===== src/rtl/mem_read_arbiter_if.sv =====
// AXI5-Lite read channel (AR + R) between one requester and one completer.
interface mem_read_arbiter_if #(
  parameter int XLEN   = 32,
  parameter int PROT_W = 3
);
  logic              arvalid;
  logic              arready;
  logic [XLEN-1:0]   araddr;
  logic [PROT_W-1:0] arprot;
  logic              rvalid;
  logic              rready;
  logic [XLEN-1:0]   rdata;
  logic [1:0]        rresp;

  modport master (
    output arvalid, araddr, arprot, rready,
    input  arready, rvalid, rdata, rresp
  );

  modport slave (
    input  arvalid, araddr, arprot, rready,
    output arready, rvalid, rdata, rresp
  );
endinterface


===== src/rtl/mem_read_arbiter.sv =====
// Two-requester AXI5-Lite read arbiter (s0 fetch, s1 load), one txn in flight.
// MEM_ARB_ROUND_ROBIN_EN selects round-robin; default gives s1 fixed priority.
module mem_read_arbiter #(
  parameter int XLEN   = 32,
  parameter int PROT_W = 3
) (
  input  logic                clk,
  input  logic                rstn,
  mem_read_arbiter_if.slave   s0,
  mem_read_arbiter_if.slave   s1,
  mem_read_arbiter_if.master  m,
  output logic                o_busy,
  output logic                o_grant
);

  typedef enum logic [1:0] {
    IDLE,
    ADDR,
    RESP
  } state_t;

  state_t            state;
  logic              arvalid_q;
  logic [XLEN-1:0]   araddr_q;
  logic [PROT_W-1:0] arprot_q;
  logic              req;
  logic              sel;
  logic              is_idle;
  logic              own0;
  logic              own1;

  assign req     = s0.arvalid | s1.arvalid;
  assign is_idle = (state == IDLE);
  assign own0    = (state == RESP) & ~o_grant;
  assign own1    = (state == RESP) &  o_grant;

`ifdef MEM_ARB_ROUND_ROBIN_EN
  logic ptr;

  always_comb begin
    sel = s1.arvalid;
    if (s0.arvalid && s1.arvalid)
      sel = ptr;
  end

  always_ff @(posedge clk or negedge rstn) begin
    if (!rstn)
      ptr <= 1'b0;
    else if (is_idle && req)
      ptr <= ~sel;
  end
`else
  assign sel = s1.arvalid;
`endif

  assign s0.arready = is_idle & s0.arvalid & ~sel;
  assign s1.arready = is_idle & s1.arvalid &  sel;

  assign m.arvalid = arvalid_q;
  assign m.araddr  = araddr_q;
  assign m.arprot  = arprot_q;

  // Response path is purely combinational to the owning requester.
  assign m.rready = (own0 & s0.rready) | (own1 & s1.rready);

  assign s0.rvalid = own0 & m.rvalid;
  assign s0.rdata  = own0 ? m.rdata : '0;
  assign s0.rresp  = own0 ? m.rresp : 2'b00;

  assign s1.rvalid = own1 & m.rvalid;
  assign s1.rdata  = own1 ? m.rdata : '0;
  assign s1.rresp  = own1 ? m.rresp : 2'b00;

  always_ff @(posedge clk or negedge rstn) begin
    if (!rstn) begin
      state     <= IDLE;
      arvalid_q <= 1'b0;
      araddr_q  <= '0;
      arprot_q  <= '0;
      o_grant   <= 1'b0;
      o_busy    <= 1'b0;
    end else begin
      unique case (state)
        IDLE: begin
          if (req) begin
            state     <= ADDR;
            arvalid_q <= 1'b1;
            araddr_q  <= sel ? s1.araddr : s0.araddr;
            arprot_q  <= sel ? s1.arprot : s0.arprot;
            o_grant   <= sel;
            o_busy    <= 1'b1;
          end
        end
        ADDR: begin
          if (m.arready) begin
            state     <= RESP;
            arvalid_q <= 1'b0;
          end
        end
        RESP: begin
          if (m.rvalid && m.rready) begin
            state  <= IDLE;
            o_busy <= 1'b0;
          end
        end
        default: begin
          state     <= IDLE;
          arvalid_q <= 1'b0;
          o_busy    <= 1'b0;
        end
      endcase
    end
  end

endmodule


===== src/flat_wrapper.sv =====
// flat-port wrapper written by rule: the top's interface ports become plain ports
module mem_read_arbiter_flat 
#(
  parameter int XLEN   = 32,
  parameter int PROT_W = 3
)
  (clk, rstn, o_busy, o_grant, s0_arvalid, s0_araddr, s0_arprot, s0_rready, s0_arready, s0_rvalid, s0_rdata, s0_rresp, s1_arvalid, s1_araddr, s1_arprot, s1_rready, s1_arready, s1_rvalid, s1_rdata, s1_rresp, m_arvalid, m_araddr, m_arprot, m_rready, m_arready, m_rvalid, m_rdata, m_rresp);
  mem_read_arbiter_if #(.XLEN(XLEN), .PROT_W(PROT_W)) s0_i ();
  mem_read_arbiter_if #(.XLEN(XLEN), .PROT_W(PROT_W)) s1_i ();
  mem_read_arbiter_if #(.XLEN(XLEN), .PROT_W(PROT_W)) m_i ();
  input  logic clk;
  input  logic rstn;
  output logic o_busy;
  output logic o_grant;
  input wire logic [$bits(s0_i.arvalid)-1:0] s0_arvalid;
  input wire logic [$bits(s0_i.araddr)-1:0] s0_araddr;
  input wire logic [$bits(s0_i.arprot)-1:0] s0_arprot;
  input wire logic [$bits(s0_i.rready)-1:0] s0_rready;
  output wire logic [$bits(s0_i.arready)-1:0] s0_arready;
  output wire logic [$bits(s0_i.rvalid)-1:0] s0_rvalid;
  output wire logic [$bits(s0_i.rdata)-1:0] s0_rdata;
  output wire logic [$bits(s0_i.rresp)-1:0] s0_rresp;
  input wire logic [$bits(s1_i.arvalid)-1:0] s1_arvalid;
  input wire logic [$bits(s1_i.araddr)-1:0] s1_araddr;
  input wire logic [$bits(s1_i.arprot)-1:0] s1_arprot;
  input wire logic [$bits(s1_i.rready)-1:0] s1_rready;
  output wire logic [$bits(s1_i.arready)-1:0] s1_arready;
  output wire logic [$bits(s1_i.rvalid)-1:0] s1_rvalid;
  output wire logic [$bits(s1_i.rdata)-1:0] s1_rdata;
  output wire logic [$bits(s1_i.rresp)-1:0] s1_rresp;
  output wire logic [$bits(m_i.arvalid)-1:0] m_arvalid;
  output wire logic [$bits(m_i.araddr)-1:0] m_araddr;
  output wire logic [$bits(m_i.arprot)-1:0] m_arprot;
  output wire logic [$bits(m_i.rready)-1:0] m_rready;
  input wire logic [$bits(m_i.arready)-1:0] m_arready;
  input wire logic [$bits(m_i.rvalid)-1:0] m_rvalid;
  input wire logic [$bits(m_i.rdata)-1:0] m_rdata;
  input wire logic [$bits(m_i.rresp)-1:0] m_rresp;
  assign s0_i.arvalid = s0_arvalid;
  assign s0_i.araddr = s0_araddr;
  assign s0_i.arprot = s0_arprot;
  assign s0_i.rready = s0_rready;
  assign s0_arready = s0_i.arready;
  assign s0_rvalid = s0_i.rvalid;
  assign s0_rdata = s0_i.rdata;
  assign s0_rresp = s0_i.rresp;
  assign s1_i.arvalid = s1_arvalid;
  assign s1_i.araddr = s1_araddr;
  assign s1_i.arprot = s1_arprot;
  assign s1_i.rready = s1_rready;
  assign s1_arready = s1_i.arready;
  assign s1_rvalid = s1_i.rvalid;
  assign s1_rdata = s1_i.rdata;
  assign s1_rresp = s1_i.rresp;
  assign m_arvalid = m_i.arvalid;
  assign m_araddr = m_i.araddr;
  assign m_arprot = m_i.arprot;
  assign m_rready = m_i.rready;
  assign m_i.arready = m_arready;
  assign m_i.rvalid = m_rvalid;
  assign m_i.rdata = m_rdata;
  assign m_i.rresp = m_rresp;
  mem_read_arbiter #(.XLEN(XLEN), .PROT_W(PROT_W)) u_core (.clk(clk), .rstn(rstn), .s0(s0_i), .s1(s1_i), .m(m_i), .o_busy(o_busy), .o_grant(o_grant));
endmodule

===== config.mk =====
export PLATFORM = sky130hd
export DESIGN_NAME = mem_read_arbiter_flat
export DESIGN_NICKNAME = d
export VERILOG_FILES = /design/src/rtl/mem_read_arbiter_if.sv /design/src/rtl/mem_read_arbiter.sv /design/src/flat_wrapper.sv
export SDC_FILE = /design/constraint.sdc
export NUM_CORES = 1
export LEC_CHECK = 0
export ABC_AREA = 1
export BUFFER_PORTS_ARGS = -buffer_cell sky130_fd_sc_hd__buf_2
export CORE_AREA = 2 2 88 90
export CTS_CLUSTER_DIAMETER = 40
export DETAILED_ROUTE_END_ITERATION = 16
export DIE_AREA = 0 0 90 92
export HOLD_SLACK_MARGIN = 0.03
export PLACE_DENSITY = 0.71
export SYNTH_ARGS = -nofsm -noshare
export SYNTH_HDL_FRONTEND = slang
export SYNTH_SLANG_ARGS = --single-unit

===== constraint.sdc =====
create_clock -name clk -period 1.65 [get_ports clk]
set_input_delay 0.165 -clock clk [delete_from_list [all_inputs] [get_ports clk]]
set_output_delay 0.165 -clock clk [all_outputs]
set_load 0.05 [all_outputs]

# Word-level counts from Yosys, hierarchy flattened

Cells that the tools add are included.

Register bits after elaboration: 40
Input port bits: 112
Output and inout bits: 111
Word-level logic and storage cells: 48

Equal/unequal tests: 5
Mux-type cells: 15
Bitwise logic cells: 16
Reduce and logical (&&, ||, !) cells: 6

Operator list:

| operator                                                              | number |
|---|---|
| 32-bit two-way mux                                                    | 3 |
| 1-bit bitwise AND                                                     | 10 |
| 2-bit two-way mux                                                     | 5 |
| 3-bit AND reduction                                                   | 3 |
| 1-bit case mux with 3 select lines                                    | 2 |
| 2-bit case mux with 3 select lines                                    | 1 |
| 2-bit != test, second input constant                                  | 2 |
| 1-bit NOT                                                             | 4 |
| 1-bit two-way mux                                                     | 3 |
| 3-bit two-way mux                                                     | 1 |
| 2-bit by 1-bit equality test with 1-bit output, second input constant | 1 |
| 2-bit equality test, second input constant                            | 1 |
| 2-bit logical NOT                                                     | 1 |
| 2-bit by 1-bit != test with 1-bit output, second input constant       | 1 |
| 1-bit bitwise OR                                                      | 2 |
| 2-bit AND reduction                                                   | 1 |
| 1-bit logical AND                                                     | 1 |

# Logic depth before layout (Yosys ltp)

Gate-level depths: netlist of the first run.

Depth in word-level cells: 7
Gate-level depth with buffers: 8
Mapped depth without buffers: 8

# Worst setup path after synthesis of the first run

OpenSTA, ideal clock, no wires.

Kind: register to output
Start point: reg u_core.o_grant
End point: out s1_rdata[10]
Arrival: 1,777 ps
Required time: 1,485 ps
Slack: -292 ps
Cell stages (with the launch flop): 4
Buffers on the path: 1
Cells stage by stage: dfrtp_1 > nand2_1 > clkbuf_1 > nor2_1

Cells in the longest elaborated chain, start to end: 2

RTL lines:

| element                | line                   | text |
|---|---|---|
| start, declared        | mem_read_arbiter.sv:13 | `output logic o_grant` |
| start signal, assigned | mem_read_arbiter.sv:90 | `o_grant <= sel;` |
| 1-bit bitwise AND      | mem_read_arbiter.sv:35 | `assign own1 = (state == RESP) & o_grant;` |
| 32-bit two-way mux     | mem_read_arbiter.sv:71 | `assign s1.rdata = own1 ? m.rdata : '0;` |
| end, declared          | flat_wrapper.sv:29     | `output wire logic [$bits(s1_i.rdata)-1:0] s1_rdata;` |

Every way passes these cells.

# Worst setup path after layout of the first run

Start point: reg u_core.state[0]
End point: out s1_rdata[15]

Cells in the longest elaborated chain, start to end: 3

RTL lines:

| element                | line                   | text |
|---|---|---|
| start, declared        | mem_read_arbiter.sv:22 | `state_t state;` |
| start signal, assigned | mem_read_arbiter.sv:76 | `state <= IDLE;` |
| start signal, assigned | mem_read_arbiter.sv:86 | `state <= ADDR;` |
| start signal, assigned | mem_read_arbiter.sv:96 | `state <= RESP;` |
| 2-bit equality test    | mem_read_arbiter.sv:35 |  |
| 1-bit bitwise AND      | mem_read_arbiter.sv:35 |  |
| 32-bit two-way mux     | mem_read_arbiter.sv:71 |  |

Every way passes these cells.

==> results of run 1 <==
cells in the mapped netlist:
cell	n	area share
nand4_1	2	0.0055
or2_2	1	0.0028
nor2_2	1	0.0028
o31ai_1	1	0.0033
a31oi_1	35	0.097
dfrtp_1	40	0.44
o21ai_0	2	0.0044
o22ai_1	1	0.0028
clkbuf_1	9	0.015
nor3_1	1	0.0022
a21oi_4	1	0.0072
buf_2	12	0.027
inv_1	41	0.068
nand2_1	82	0.14
nor2_1	107	0.18
nand3_1	1	0.0022
inv_2	2	0.0033
power by group through the flow:
| stage | Clock [mW] | Combinational [mW] | Sequential, mW |
|---|---|---|---|
| floorplan | 0 | 2.76 | 3.40 |
| global placement | 0 | 5.79 | 1.78 |
| detailed placement | 0 | 5.87 | 1.79 |
| CTS | 0.645 | 6.58 | 1.79 |
| global route | 0.691 | 7.70 | 1.86 |
| finish | 0.616 | 7.38 | 1.79 |
layer usage:
| metal | track usage | vias up | part of all wire |
|---|---|---|---|
| li1 | - | 1509 | - |
| met1 | 0.239 | 1416 | 0.38 |
| met2 | 0.421 | 184 | 0.51 |
| met3 | 0.0575 | 30 | 0.075 |
| met4 | 0.0962 | 0 | 0.039 |
| met5 | 0 | - | 0 |
flip-flops by register name, summed over array words and instances (netlist names):
| register | cells |
|---|---|
| u_core.m.araddr | 32 |
| u_core.m.arprot | 3 |
| u_core.m.arvalid | 1 |
| u_core.o_busy | 1 |
| u_core.o_grant | 1 |
| u_core.state | 2 |
cells by family (layout without fill, tap and decap cells):
logic type / Yosys count / count (layout)
simple gates: 195 / 195
buf+inv: 64 / 296
compound gates: 40 / 40
flops: 40 / 40
area by class of cell:
cell class | count | area, µm² | area share
repair buffers | 246 | 2060 | 0.415
multi-input cells | 235 | 1530 | 0.308
flip-flops and latches | 40 | 1000 | 0.202
inverters | 43 | 164 | 0.0330
well taps | 102 | 128 | 0.0257
clock buffers | 5 | 68.8 | 0.0139
clock inverters | 2 | 12.5 | 0.00252
timing repair:
item / 4_1_cts / 5_1_grt
pin swaps: 1 / 4
hold buffers: 1 / 0
buffers inserted: 5 / 2
setup endpoints to repair: 70 / 72
cloned: 3 / 5
endpoints found under the hold margin: 40 / 0
resized for setup: 126 / 90
metrics by stage:
stage               setup TNS, ns  total power [mW]  instances
floorplan                       0              6.16        339
global placement                0              7.57        650
detailed placement              0              7.65        650
CTS                        -0.684              9.01        666
global route                -8.74              10.3        673
finish                      -3.10              9.78        673
worst max-delay path, delay by kind of cell, from the launching register on:
| family | cells | cell delay (ns) |
|---|---|---|
| simple gates | 3 | 0.26 |
| buf+inv | 5 | 0.64 |
| flops | 1 | 0.39 |
how the worst max path moves through the flow:
stage	end	depth (start not counted)	start	slack, ns
after floorplan	s0_rdata[0]	4	u_core.o_grant$_DFFE_PN0P_	0.02
after global placement	s1_rresp[1]	7	u_core.state[0]$_DFFE_PN0P_	0.15
after detailed placement	s1_rresp[1]	7	u_core.state[0]$_DFFE_PN0P_	0.11
after CTS	s1_rdata[16]	8	u_core.state[0]$_DFFE_PN0P_	-0.05
after global routing	s1_rdata[15]	8	u_core.state[0]$_DFFE_PN0P_	-0.17
final	s1_rdata[15]	8	u_core.state[0]$_DFFE_PN0P_	-0.10
==> impl_results.md, run 1 <==
* Status: finished, violations left
* Failing checks: setup timing
* Least-Margin Pin Slew at 0.509 ns
* Hold Startpoint: m_arready
* Ant diodes at 0
* Fmax achieved at 0.571 GHz
* Initial antenna violation count at 0
* Gr usage total at 0.225
* Worst hold endpoint: u_core.state[0]$_DFFE_PN0P_
* Post-Place Cell Area at 0.00387 mm²
* R2R Path End: u_core.m.araddr[31]$_DFFE_PN0P_
* Starting Density at 0.303
* Iter 0 DRT Violations at 76
* Std-Cell Rows at 32
* Max-slew violation count at 0
* # DRC at 0
* Clock transition at the registers of the reported paths at 0.07 ns
* Sw Pwr at 5.62 mW
* Die Ht at 92 µm
* ANT nets after route at 0
* Commonest non-fill, non-tap cell in the layout: buf_2
* Crit share post-route at 1.06
* Crit Path Class: reg2out
* Hold Vio Cnt, Final at 0
* Dpl hpwl at 6680 µm
* LEAKAGE at 2.46 nW
* Path depth of the worst reg2reg path at 7
* Vias at 3139
* Final setup vio count at 67
* Pre-CTS WS at 0.108 ns
* Critical path cell sequence: inv_2, nand2_4, inv_4, buf_12, nand2_8, clkbuf_16, nor2_4, buf_6
* Post-synthesis compound-gate area fraction at 0.115
* Vias per std cell at 4.66
* Hold Slack at 0.0771 ns
* Max VDD drop at 1220 µV
* Reg2Reg Launch Point: u_core.state[1]$_DFFE_PN0P_
* Yosys warnings at 0
* Mux cell area share after synthesis at 0
* Final Core Density at 0.667
* Adder-Cell Fraction of Synth Area at 0
* Share of layout cells above drive strength 1 at 0.585
* Register area share after synthesis at 0.443
* Clock share of power at 0.063
* Post-Syn Area at 0.00226 mm²
* Pwr Density at 1970 mW/mm²
* Req. time, crit path at 1.48 ns
* Cell area after layout at 0.00497 mm²
* Maxcap violations at 0
* Fillers at 571
* Synth Area in XOR/XNOR at 0
* Root Driver: clkbuf_8
* R2R Setup Slk at 0.16 ns
* Avg Cell Area, Syn at 6.67 µm²
* CTS tree: built
* Largest net degree at the start of global routing at 43
* Synth Instances at 339
* First-pass GRT wire length at 15200 µm
* Placer congestion estimate at 0.857
* Grt ovf at 0
* Port Buffer Count at 222
* Synth Area in Simple Gates at 0.329
* Post-synth net total at 451
* Vias in the first global route at 3139
* Total Die Area at 0.00828 mm²
* WL/cell at 16.1 µm
* Maximum root-to-sink buffer count at 2
* Worst Hold Depth at 2
* Synthesized flop and latch total at 40
* Rel. slew slack at 0.661
* Final WL at 10900 µm
* Layout area overhead at 120%
* Sink Count at 40
* Nets at 683
* Post-route worst setup slack at -0.102 ns
* First-pass DRT Iterations at 4
* Final Critical Period at 1.75 ns
* Layout Skew at 0.00366 ns
* Num CTS Buffers at 5
* Clk_lat worst skew at 0.28 ns
* Die Wd at 90 µm
* Main combinational cell family by area after synthesis: simple AND/OR/NAND/NOR gates
* Critical path capture point type: primary output
* Reg power frac at 0.183
* IO Pins at 223
* P_int at 4.16 mW
* Critical path data arrival time at 1.59 ns
* Core area at 0.00745 mm²
* Most frequent cells in the layout: 150 x buf_2, 79 x nand2_1, 62 x nor2_4
* Highest-delay cell along the critical path: dfrtp_1
* Post-synthesis cell type count at 17
* CP max FO at 7
* Worst min-delay path class: in2reg
* RSZ-0062 raised after global routing: true
* Combinational share of power at 0.754
* CP max stage delay at 0.39 ns
* CTS HTree Levels at 2
* CP Launch Type: register
* Net Sw Frac at 0.575
Power figures use the tool's default switching activity.
==> run 2: changes to the inputs <==
- SKIP_CTS_REPAIR_TIMING: not set -> 1
==> impl_results.md, run 2 (synthesized netlist as in run 1, its figures left out) <==
* Status: finished, violations left
* Failing checks: setup timing
* Ant diodes at 0
* Most frequent cells in the layout: 150 x buf_2, 79 x nand2_1, 63 x buf_6
* Post-route worst setup slack at -0.0373 ns
* Root Driver: clkbuf_8
* Pre-CTS WS at 0.108 ns
* Largest register FFs at 32
* Gr usage total at 0.197
* Layout area overhead at 106%
* Dpl hpwl at 6680 µm
* Least-Margin Pin Slew at 0.509 ns
* Iter 0 DRT Violations at 65
* CTS HTree Levels at 2
* Max-slew violation count at 0
* Total Die Area at 0.00828 mm²
* Net Sw Frac at 0.584
* Final Core Density at 0.625
* Die Ht at 92 µm
* Largest net degree at the start of global routing at 43
* Layout Skew at 0.00319 ns
* Final setup vio count at 6
* ANT nets after route at 0
* Req. time, crit path at 1.48 ns
* Placer congestion estimate at 0.857
* Combinational share of power at 0.738
* Critical path capture point type: primary output
* Initial antenna violation count at 0
* Sink Count at 40
* Fmax achieved at 0.593 GHz
* Pwr Density at 1980 mW/mm²
* CTS tree: built
* CP max FO at 8
* Clk_lat worst skew at 0.29 ns
* First-pass DRT Iterations at 4
* Worst min-delay path class: in2reg
* Core area at 0.00745 mm²
* Share of layout cells above drive strength 1 at 0.581
* Reg power frac at 0.195
* Final Critical Period at 1.69 ns
* Port Buffer Count at 222
* Starting Density at 0.303
* Maxcap violations at 0
* Vias at 3077
* Hold Vio Cnt, Final at 0
* First-pass GRT wire length at 13400 µm
* Max VDD drop at 1220 µV
* Grt ovf at 0
* Vias in the first global route at 2827
* LEAKAGE at 2.38 nW
* Maximum root-to-sink buffer count at 2
* IO Pins at 223
* Vias per std cell at 4.61
* Crit share post-route at 1.02
* Final WL at 9990 µm
* P_int at 3.83 mW
* WL/cell at 15.0 µm
* Clock share of power at 0.067
* Clock transition at the registers of the reported paths at 0.07 ns
* Std-Cell Rows at 32
* Nets at 677
* Crit Path Class: reg2out
* CP Launch Type: register
* # DRC at 0
* Num CTS Buffers at 5
* RSZ-0062 raised after global routing: true
* Critical path data arrival time at 1.52 ns
* Sw Pwr at 5.39 mW
* Die Wd at 90 µm
* Commonest non-fill, non-tap cell in the layout: buf_2
* Rel. slew slack at 0.661
## run 2: final timing paths
check / startpoint / endpoint / slack, ns / cells after the start
min in group asynchronous: rstn / u_core.m.araddr[0]$_DFFE_PN0P_ / 0.45 / 3
setup reg to reg: u_core.state[0]$_DFFE_PN0P_ / u_core.m.araddr[31]$_DFFE_PN0P_ / 0.21 / 7
hold reg to reg: u_core.o_busy$_DFFE_PN0P_ / u_core.o_busy$_DFFE_PN0P_ / 0.48 / 2
hold / removal: m_arready / u_core.state[0]$_DFFE_PN0P_ / 0.08 / 2
max in group asynchronous: rstn / u_core.o_grant$_DFFE_PN0P_ / 0.82 / 3
setup / recovery: u_core.state[0]$_DFFE_PN0P_ / s1_rdata[19] / -0.04 / 7
## run 2: cell type report
class | instances | area [µm²]
clock buffers | 5 | 68.8
clock inverters | 2 | 12.5
fillers | 609 | 2790
inverters | 43 | 166
multi-input cells | 235 | 1410
flip-flops and latches | 40 | 1000
well taps | 102 | 128
repair buffers | 240 | 1870
## run 2: metrics by stage
step / std cells / TNS, ns / hold slack (ns) / instance area (µm²) / total power, mW
final: 667 / -0.0581 / 0.0777 / 4660 / 9.23
after floorplan: 339 / 0 / -0.131 / 2570 / 6.16
after global routing: 667 / -3.39 / 0.0623 / 4660 / 9.70
after CTS: 657 / -11.82 / -0.0613 / 3960 / 8.29
after detailed placement: 650 / 0 / 0.262 / 3870 / 7.65
after global placement: 650 / 0 / 0.253 / 3870 / 7.57
## run 2: routing by layer
metal	wire length (µm)	GRT usage
met1	3700	0.219
met2	5170	0.369
met3	781	0.0477
met4	348	0.0615
met5	0	0
## run 2: critical path: stages (launching register included)
cell,delay [ns]
dfrtp_1,0.39
inv_2,0.10
nand2_4,0.07
inv_6,0.08
nand2_8,0.10
clkbuf_16,0.20
nor2_4,0.12
buf_6,0.17
## run 2: power groups by stage
stage                     Combinational [mW]  Clock, mW  Sequential [mW]
after floorplan                         2.76          0             3.40
after global placement                  5.79          0             1.78
final                                   6.81      0.618             1.80
after CTS                               5.86      0.645             1.79
after global routing                    7.14      0.691             1.87
after detailed placement                5.87          0             1.79
==> run 3: changes to the inputs <==
- BUFFER_PORTS_ARGS: -buffer_cell sky130_fd_sc_hd__buf_2 -> -buffer_cell sky130_fd_sc_hd__buf_4
- clock period: 1.65 -> 1.8 ns (I/O delays scaled with it)
==> impl_results.md, run 3 (synthesized netlist as in run 1, its figures left out) <==
* Status: complete, no violations
* Worst hold endpoint: u_core.state[0]$_DFFE_PN0P_
* Buf+Inv Stages, Crit Path at 4
* Crit Path Class: reg2out
* Iter 0 DRT Violations at 92
* Root Driver: clkbuf_8
* Fmax achieved at 0.578 GHz
* CP max stage delay at 0.40 ns
* Path depth of the worst reg2reg path at 6
* CTS HTree Levels at 2
* Gr usage total at 0.217
* Net Sw Frac at 0.579
* # DRC at 0
* Largest net degree at the start of global routing at 45
* ANT nets after route at 0
* Core area at 0.00745 mm²
* IO Pins at 223
* Clk_lat worst skew at 0.28 ns
* Total Die Area at 0.00828 mm²
* Clock transition at the registers of the reported paths at 0.07 ns
* Max-slew violation count at 0
* Rel. slew slack at 0.655
* Critical path data arrival time at 1.55 ns
* Sink Count at 40
* Worst min-delay path class: in2reg
* Vias at 3000
* RSZ-0062 raised after global routing: true
* Hold Vio Cnt, Final at 0
* Req. time, crit path at 1.62 ns
* CP Launch Type: register
* CTS tree: built
* Final Critical Period at 1.73 ns
* Sw Pwr at 4.59 mW
* First-pass DRT Iterations at 4
* Maximum root-to-sink buffer count at 2
* First-pass GRT wire length at 14300 µm
* Least-Margin Pin Slew at 0.517 ns
* Final WL at 9710 µm
* Highest-delay cell along the critical path: dfrtp_1
* Placer congestion estimate at 0.866
* Final setup vio count at 0
* R2R Setup Slk at 0.39 ns
* Layout Skew at 0.00201 ns
* Vias in the first global route at 2874
* Worst Hold Depth at 2
* Dpl hpwl at 7450 µm
* Post-Place Cell Area at 0.00405 mm²
* Ant diodes at 0
* R2R Path End: u_core.m.araddr[13]$_DFFE_PN0P_
* LEAKAGE at 2.37 nW
* Share of layout cells above drive strength 1 at 0.498
* Reg2Reg Launch Point: u_core.state[1]$_DFFE_PN0P_
* Grt ovf at 0
* Die Ht at 92 µm
* Num CTS Buffers at 5
* Largest register FFs at 32
* Pwr Density at 1830 mW/mm²
* Max VDD drop at 1190 µV
* Starting Density at 0.303
* WL/cell at 14.8 µm
* Most frequent cells in the layout: 192 x buf_4, 81 x nand2_1, 74 x nor2_1
* Vias per std cell at 4.57
* Hold Startpoint: m_arready
* Reg power frac at 0.206
* Critical path capture point type: primary output
* Crit path top cell by count: inv_2
* Commonest non-fill, non-tap cell in the layout: buf_4
* Nets at 666
* Critical path cell sequence: inv_2, nand2_1, inv_2, nand2_4, buf_12, nor2_1, buf_6
* Inst Count DP at 648
* P_int at 3.35 mW
* Crit share post-route at 0.960
* Die Wd at 90 µm
* Maxcap violations at 0
* Layout area overhead at 92.5%
* Combinational share of power at 0.723
* Port Buffer Count at 222
* Crit-path leading delay family: buffers and inverters
* Std-Cell Rows at 32
* Initial antenna violation count at 0
* Final Non-Filler Cells at 656
* CP max FO at 28
* Clock share of power at 0.071
* Cell area after layout at 0.00435 mm²
## run 3: power by group through the flow
stage | Combinational, mW | Sequential (mW) | Clock (mW)
final | 5.74 | 1.64 | 0.564
after global routing | 6.04 | 1.70 | 0.640
after CTS | 5.55 | 1.63 | 0.589
after detailed placement | 5.55 | 1.65 | 0
after global placement | 5.50 | 1.63 | 0
after floorplan | 2.28 | 3.12 | 0
## run 3: worst max-delay path by stage
stage              endpoint  cells past startpoint                        start  slack [ns]
2_1_floorplan  s1_rdata[10]                      3   u_core.o_grant$_DFFE_PN0P_       -0.16
3_3_place_gp   s1_rdata[25]                      7  u_core.state[0]$_DFFE_PN0P_        0.28
3_5_place_dp   s1_rdata[14]                      7  u_core.state[0]$_DFFE_PN0P_        0.20
4_1_cts        s1_rdata[14]                      7  u_core.state[0]$_DFFE_PN0P_       -0.12
5_1_grt        s1_rdata[12]                      7  u_core.state[0]$_DFFE_PN0P_       -0.03
6_report       s1_rdata[16]                      7  u_core.state[0]$_DFFE_PN0P_        0.07
## run 3: worst register-to-register path: cells and delay by family, from the launching register on
family / cells / cell delay, ns
AOI/OAI and AO/OA: 2 / 0.32
buffers and inverters: 2 / 0.37
DFF: 1 / 0.44
and+or+nand+nor: 2 / 0.20
## run 3: final cells by class
type	instances	area, µm²
flip-flops and latches	40	1000
multi-input cells	235	1100
clock buffers	6	72.6
well taps	102	128
repair buffers	229	1880
clock inverters	1	5.00
fillers	733	3100
inverters	43	161
## run 3: layer usage
| layer | wire [µm] | GRT usage |
|---|---|---|
| met1 | 3480 | 0.231 |
| met2 | 5010 | 0.397 |
| met3 | 928 | 0.0772 |
| met4 | 296 | 0.0744 |
| met5 | 0 | 0 |
## run 3: metrics by stage
stage	setup WS (ns)	utilization	hold slack [ns]	setup TNS, ns	total power [mW]
2_1_floorplan	-0.157	-	-0.116	-8.37	5.39
3_3_place_gp	0.277	0.544	0.195	0	7.13
3_5_place_dp	0.200	0.544	0.194	0	7.19
4_1_cts	-0.122	0.554	-0.115	-2.46	7.77
5_1_grt	-0.0344	0.584	0.0852	-0.360	8.37
6_report	0.0713	0.584	0.113	0	7.94
